**src/rtl/alu_ops_pkg.sv**
```systemverilog
// rtl/alu_ops_pkg.sv - ALU select codes, flag bit positions and arbiter state encoding
package alu_ops_pkg;

   localparam logic [7:0] OP_NOP  = 8'h00;
   localparam logic [7:0] OP_ADD  = 8'h01;
   localparam logic [7:0] OP_SUB  = 8'h02;
   localparam logic [7:0] OP_MULT = 8'h03;
   localparam logic [7:0] OP_DIV  = 8'h04;
   localparam logic [7:0] OP_MOD  = 8'h05;
   localparam logic [7:0] OP_INC  = 8'h06;
   localparam logic [7:0] OP_DEC  = 8'h07;
   localparam logic [7:0] OP_SL   = 8'h08;
   localparam logic [7:0] OP_SR   = 8'h09;
   localparam logic [7:0] OP_AND  = 8'h0A;
   localparam logic [7:0] OP_NAND = 8'h0B;
   localparam logic [7:0] OP_NOR  = 8'h0C;
   localparam logic [7:0] OP_NOT  = 8'h0D;
   localparam logic [7:0] OP_OR   = 8'h0E;
   localparam logic [7:0] OP_XNOR = 8'h0F;
   localparam logic [7:0] OP_XOR  = 8'h10;
   localparam logic [7:0] OP_ROL  = 8'h11;
   localparam logic [7:0] OP_ROR  = 8'h12;
   localparam logic [7:0] OP_CMP  = 8'h18;

   localparam int unsigned ZF = 0;
   localparam int unsigned CF = 1;
   localparam int unsigned SF = 2;
   localparam int unsigned PF = 3;
   localparam int unsigned IF = 4;
   localparam int unsigned DF = 5;
   localparam int unsigned OF = 6;

   typedef enum logic [1:0] {
      ST_IDLE,
      ST_EXEC,
      ST_CAPTURE,
      ST_RESP
   } state_e;

   // OP_NOP is not a requestable operation; the ALU idles on it.
   function automatic logic is_legal_op(input logic [7:0] op);
      return ((op >= OP_ADD) && (op <= OP_ROR)) || (op == OP_CMP);
   endfunction

endpackage

```
**src/rtl/rr_arbiter2.sv**
```systemverilog
// rtl/rr_arbiter2.sv - two-way round-robin grant; priority flips only on an accepted grant
module rr_arbiter2 (
   input  logic       clk,
   input  logic       rst,
   input  logic       en_i,
   input  logic [1:0] req_i,
   input  logic [1:0] accept_i,
   output logic [1:0] grant_o
);

   logic last_grant_q;

   always_ff @(posedge clk) begin
      if (rst) begin
         last_grant_q <= 1'b1;
      end else if (|accept_i) begin
         last_grant_q <= accept_i[1];
      end
   end

   always_comb begin
      grant_o = 2'b00;
      if (en_i) begin
         if (req_i == 2'b11) begin
            grant_o = last_grant_q ? 2'b01 : 2'b10;
         end else begin
            grant_o = req_i;
         end
      end
   end

endmodule

```
**src/rtl/alu_arbiter.sv**
```systemverilog
// rtl/alu_arbiter.sv - shares one ALU between two requesters, holds inputs to settle, returns captured results
module alu_arbiter
   import alu_ops_pkg::*;
#(
   parameter int SETTLE_CYCLES = 2,
   parameter int WIDTH         = 8
) (
   input  logic             clk,
   input  logic             rst,
   input  logic             req0_valid,
   output logic             req0_ready,
   input  logic [7:0]       req0_op,
   input  logic [WIDTH-1:0] req0_a,
   input  logic [WIDTH-1:0] req0_b,
   input  logic             req1_valid,
   output logic             req1_ready,
   input  logic [7:0]       req1_op,
   input  logic [WIDTH-1:0] req1_a,
   input  logic [WIDTH-1:0] req1_b,
   output logic             rsp0_valid,
   input  logic             rsp0_ready,
   output logic             rsp1_valid,
   input  logic             rsp1_ready,
   output logic [WIDTH-1:0] rsp_result,
   output logic [6:0]       rsp_flags,
   output logic [2:0]       rsp_cmp,
   output logic             rsp_err,
   output logic [WIDTH-1:0] alu_operand1,
   output logic [WIDTH-1:0] alu_operand2,
   output logic [7:0]       alu_sel,
   input  logic [WIDTH-1:0] alu_result,
   input  logic [6:0]       alu_flags,
   input  logic             alu_eq,
   input  logic             alu_gt,
   input  logic             alu_lt,
   output logic [6:0]       flags_q,
   output logic             busy
);

   state_e           state_q, state_d;
   logic [1:0]       req_valid, grant, accept;
   logic [7:0]       acc_op;
   logic [WIDTH-1:0] acc_a, acc_b;
   logic             owner_q;
   logic [7:0]       op_q;
   logic [WIDTH-1:0] a_q, b_q;
   logic [3:0]       cnt_q;
   logic             drive_alu, rsp_fire, settle_done;

   assign req_valid = {req1_valid, req0_valid};
   assign accept    = req_valid & grant;
   assign acc_op    = accept[1] ? req1_op : req0_op;
   assign acc_a     = accept[1] ? req1_a  : req0_a;
   assign acc_b     = accept[1] ? req1_b  : req0_b;

   rr_arbiter2 u_arb (
      .clk      (clk),
      .rst      (rst),
      .en_i     (state_q == ST_IDLE),
      .req_i    (req_valid),
      .accept_i (accept),
      .grant_o  (grant)
   );

   assign settle_done = (cnt_q == 4'(SETTLE_CYCLES - 1));
   assign rsp_fire    = (rsp0_valid && rsp0_ready) || (rsp1_valid && rsp1_ready);

   always_ff @(posedge clk) begin
      if (rst) state_q <= ST_IDLE;
      else     state_q <= state_d;
   end

   always_comb begin
      state_d = state_q;
      case (state_q)
         ST_IDLE:    if (|accept) state_d = is_legal_op(acc_op) ? ST_EXEC : ST_RESP;
         ST_EXEC:    if (settle_done) state_d = ST_CAPTURE;
         ST_CAPTURE: state_d = ST_RESP;
         ST_RESP:    if (rsp_fire) state_d = ST_IDLE;
         default:    state_d = ST_IDLE;
      endcase
   end

   always_comb begin
      req0_ready = grant[0];
      req1_ready = grant[1];
      rsp0_valid = (state_q == ST_RESP) && !owner_q;
      rsp1_valid = (state_q == ST_RESP) &&  owner_q;
      busy       = (state_q != ST_IDLE);
      drive_alu  = (state_q == ST_EXEC) || (state_q == ST_CAPTURE);
   end

   // The ALU only sees the request while it is settling and being sampled.
   assign alu_sel      = drive_alu ? op_q : OP_NOP;
   assign alu_operand1 = drive_alu ? a_q  : '0;
   assign alu_operand2 = drive_alu ? b_q  : '0;

   always_ff @(posedge clk) begin
      if (rst) begin
         owner_q    <= 1'b0;
         op_q       <= OP_NOP;
         a_q        <= '0;
         b_q        <= '0;
         cnt_q      <= '0;
         rsp_result <= '0;
         rsp_flags  <= '0;
         rsp_cmp    <= '0;
         rsp_err    <= 1'b0;
         flags_q    <= '0;
      end else begin
         if (|accept) begin
            owner_q <= accept[1];
            op_q    <= acc_op;
            a_q     <= acc_a;
            b_q     <= acc_b;
            cnt_q   <= '0;
            if (!is_legal_op(acc_op)) begin
               rsp_result <= '0;
               rsp_flags  <= '0;
               rsp_cmp    <= '0;
               rsp_err    <= 1'b1;
            end
         end
         if (state_q == ST_EXEC) cnt_q <= cnt_q + 4'd1;
         if (state_q == ST_CAPTURE) begin
            rsp_result <= alu_result;
            rsp_flags  <= alu_flags;
            rsp_cmp    <= {alu_eq, alu_gt, alu_lt};
            flags_q    <= alu_flags;
            rsp_err    <= ((op_q == OP_DIV) || (op_q == OP_MOD)) && (b_q == '0);
         end
      end
   end

endmodule

```
**config.mk**
```make
export PLATFORM = sky130hd
export DESIGN_NAME = alu_arbiter
export DESIGN_NICKNAME = d
export VERILOG_FILES = /design/src/rtl/alu_ops_pkg.sv /design/src/rtl/rr_arbiter2.sv /design/src/rtl/alu_arbiter.sv
export SDC_FILE = /design/constraint.sdc
export NUM_CORES = 1
export LEC_CHECK = 0
export CORE_ASPECT_RATIO = 1.75
export CORE_MARGIN = 3
export CORE_UTILIZATION = 45
export DETAILED_ROUTE_END_ITERATION = 8
export GPL_TIMING_DRIVEN = 1
export HOLD_SLACK_MARGIN = 0.1
export PLACE_DENSITY = 0.85
export SYNTH_ARGS = -nofsm -noshare
export SYNTH_HDL_FRONTEND = slang
export SYNTH_SLANG_ARGS = --single-unit
```
**constraint.sdc**
```tcl
create_clock -name clk -period 2.94 [get_ports clk]
set_clock_uncertainty 0.05 [all_clocks]
set_input_delay 0.588 -clock clk [delete_from_list [all_inputs] [get_ports clk]]
set_output_delay 0.588 -clock clk [all_outputs]
set_load 0.005 [all_outputs]
```
==> flow_summary.yaml <==
status:
  outcome: "complete, no violations"
worst_setup_path:
  crit_fanout: 25
  crit_type: "flip-flop to primary output"
  cpPeakStageDelay_ns: 0.56
  crit_family: "buffers and inverters"
  timing.reg2reg.worst_path_depth: 9
  required_ns: 2.30
  worstPathCellList: "inv_1, ha_2, and2_1, clkdlybuf4s50_1"
  start_kind: "flip-flop"
  critPathSlowestCell: "sky130_fd_sc_hd__ha_2"
  worst-path-buf-inv: 2
  cp_num_cells: 4
  critical_path_arrival_ns: 2.09
  cp-end-kind: "primary output"
cells_and_area:
  number_of_nets_at_the_end_of_the_flow: 544
  stdcell_count: 548
  flow.area_growth_from_synthesis_pct: 50.8
  antennaDiodeCount: 0
  most-common-layout-cells: "sky130_fd_sc_hd__clkdlybuf4s50_1, sky130_fd_sc_hd__nand2_1, sky130_fd_sc_hd__dfxtp_1"
  final-seq-area_sq_um: 1160
  mostFrequentLayoutCell: "sky130_fd_sc_hd__clkdlybuf4s50_1"
  multi_input_comb_area_sq_um: 1480
  layout.filler_cells: 504
  drive_gt1_share_pct: 8.94
yosys:
  seq_area_frac_synth_pct: 40.6
  synth.top_cell.area_share_pct: 40.6
  netlist-cell-type-count: 44
  synth_fp_nets: 422
  post_synth_instance_area_sq_um: 2860
  post_synth_main_area_contributors: "sky130_fd_sc_hd__dfxtp_1, sky130_fd_sc_hd__nand2_1, sky130_fd_sc_hd__a311oi_1, sky130_fd_sc_hd__and2_1, sky130_fd_sc_hd__o31ai_2"
  yosysWarningCount: 0
  synthCells: 343
  yosys_most_used_dff: "sky130_fd_sc_hd__dfxtp_1"
  synth-edff-count: 0
  synth_seq_cells: 58
  synthArstFlopShare_pct: 0
  netlist.top_cell.by_area: "sky130_fd_sc_hd__dfxtp_1"
  avgSynthCellArea_sq_um: 8.34
sta:
  slew_headroom_pct: 68.3
  finalCriticalPeriod_ns: 2.73
  final_hold_viol_count: 0
  accumulated_negative_setup_slack_ns: 0
  rsz0062_at_grt: "no"
  finalMaxSlewViolations: 0
  final-setup-viol-count: 0
  worst_slew_pin_slew_ns: 0.476
  fin_crit_sh_pct: 92.8
  max_freq_mhz: 366
global_routing:
  antenna_found_initial: 0
  gr-total-overflow: 0
  busiest_layer: "met2"
  grt_start_max_net_pins: 50
  grt_pass1_wl_mm: 12.7
  groute.layer.met2.usage_pct: 36.7
  gr-usage-met3_pct: 8.38
  track_usage_pct: 22.1
  first_global_vias: 2746
  global_route.usage.met1_pct: 23.7
clock_network:
  cts_max_path_buffers: 2
  postCtsSetupRepairBufs: 0
  h-tree-depth: 3
  numClockSinks: 58
  clock_tree_from_tritoncts: "done"
  num_cts_buffers: 9
  clk_root_buffer_cell: "sky130_fd_sc_hd__clkbuf_8"
  clk_latency_ns: 0.34
  clkTransAtPathRegs_ns: 0.06
placed_design:
  place_inst: 532
  routabilityCongestion: 0.824
  hpwlAfterDp_mm: 5.78
  io_buffer_count: 126
pwr:
  power.density_nw_per_um2: 810
  leakage_nw: 1.62
  vdd_drop_max_v: 0.000495
floorplan:
  floorplan.die_area_sq_um: 7390
  core.rowCount: 37
  floorplan.initialDensity_pct: 47.5
  y_dimension_of_the_die_microns: 111
  core_area_sq_um: 6020
  io_pins: 127
  die_width_microns: 66.3
worst_hold_path:
  worstHoldPathType: "flip-flop to flip-flop"
  holdPathStages: 2
route:
  route.detailed.wl_per_inst_microns: 14.2
  vias: 2813
  antenna_left: 0
  drc: 0
  drt_iter0_markers: 126
  via_per_inst: 5.13
  drt_pre_antenna_iters: 4
  detail_route.wirelength_mm: 7.79
flow_run:
  max_cap_viol_count: 0
[per-stage QoR]
step | worst slack (ns) | util, % | area [sq um] | total power [W] | hold slack [ns]
detailed placement | 0.265 | 68.9 | 4150 | 0.00288 | 0.410
global route | 0.102 | 71.7 | 4310 | 0.00375 | 0.443
global placement | 0.293 | 68.9 | 4150 | 0.00283 | 0.395
finish | 0.211 | 71.7 | 4310 | 0.00349 | 0.418
CTS | 0.000696 | 71.6 | 4310 | 0.00352 | 0.421
floorplan | 0.922 | - | 2860 | 0.00212 | 0.391
[final timing paths]
kind,to,from,slack (ns)
min reg2reg,flags_q[5]$_SDFFE_PP0P_,flags_q[5]$_SDFFE_PP0P_,0.42
max reg2reg,rsp_flags[3]$_SDFFE_PP0P_,state_q[0]$_SDFFE_PP0P_,0.74
max,alu_operand2[2],state_q[0]$_SDFFE_PP0P_,0.21
min,flags_q[5]$_SDFFE_PP0P_,flags_q[5]$_SDFFE_PP0P_,0.42
[power by group]
part / switching, W / internal (W) / total [W] / leakage, nW
Combinational: 0.000829 / 0.000871 / 0.00170 / 1.05
Clock: 0.000304 / 0.000325 / 0.000629 / 0.0872
Sequential: 0.000141 / 0.00102 / 0.00116 / 0.477
Total: 0.00127 / 0.00222 / 0.00349 / 1.62
[worst register-to-register path, cell delays in order (launching register included)]
cell,delay [ns]
sky130_fd_sc_hd__dfxtp_1,0.33
sky130_fd_sc_hd__inv_1,0.13
sky130_fd_sc_hd__ha_2,0.26
sky130_fd_sc_hd__nand2_1,0.10
sky130_fd_sc_hd__a21o_1,0.23
sky130_fd_sc_hd__inv_8,0.11
sky130_fd_sc_hd__mux2_4,0.33
sky130_fd_sc_hd__a21oi_4,0.14
sky130_fd_sc_hd__buf_4,0.28
sky130_fd_sc_hd__o32ai_1,0.12
[timing repair]
item,CTS,global route
hold buffers,0,0
endpoints found under the setup margin,0,24
resized for setup,0,1
[cells by family (layout without fill, tap and decap cells)]
logic type                 after synthesis  after routing  share of synthesized area [%]
and+or+nand+nor                        152            152                           24.4
AOI/OAI and AO/OA                       72             72                           21.2
buffers and inverters                   47            174                           7.96
muxes                                    5              5                           2.10
adders and majority gates                9              9                           3.76
DFF                                     58             58                           40.6
[state kept, by name, summed over array words and instances (netlist names)]
| name | cells |
|---|---|
| a_q | 8 |
| b_q | 8 |
| op_q | 8 |
| rsp_result | 8 |
| flags_q | 7 |
| rsp_flags | 7 |
| cnt_q | 4 |
| rsp_cmp | 3 |
| state_q | 2 |
| owner_q | 1 |
| rsp_err | 1 |
| u_arb.last_grant_q | 1 |
[per-layer routing]
metal / part of all wire, % / vias up
met2: 51 / 112
met4: 1.5 / 0
li1: - / 1422
met3: 9.0 / 8
met5: 0 / -
met1: 38 / 1271
[synth_stat cells (2+ instances only)]
cell type and number:
sky130_fd_sc_hd__clkbuf_1 15, sky130_fd_sc_hd__nand2b_1 8, sky130_fd_sc_hd__clkbuf_8 2, sky130_fd_sc_hd__buf_6 2, sky130_fd_sc_hd__nor2b_1 3, sky130_fd_sc_hd__inv_1 23
sky130_fd_sc_hd__dfxtp_1 58, sky130_fd_sc_hd__a211oi_1 3, sky130_fd_sc_hd__nor3_1 3, sky130_fd_sc_hd__and2_1 25, sky130_fd_sc_hd__nor4_1 3, sky130_fd_sc_hd__buf_2 2
sky130_fd_sc_hd__o32ai_1 7, sky130_fd_sc_hd__a21oi_1 12, sky130_fd_sc_hd__a211o_1 2, sky130_fd_sc_hd__a311oi_1 24, sky130_fd_sc_hd__o31ai_2 10, sky130_fd_sc_hd__o21ai_2 2
sky130_fd_sc_hd__nor2_1 32, sky130_fd_sc_hd__mux2i_1 2, sky130_fd_sc_hd__ha_1 7, sky130_fd_sc_hd__o21ai_0 5, sky130_fd_sc_hd__nand2_1 70, sky130_fd_sc_hd__maj3_1 2
sky130_fd_sc_hd__or4_1 2
[cell type report]
type                            count  share of cell area, %
Multi-Input combinational cell    238                   34.2
Timing Repair Buffer              134                   30.5
Sequential cell                    58                   26.9
Clock buffer                       13                   3.45
Inverter                           24                   2.26
Tap cell                           78                   2.26
Clock inverter                      3                  0.348
Note: power is estimated with default switching activity, not from simulation.
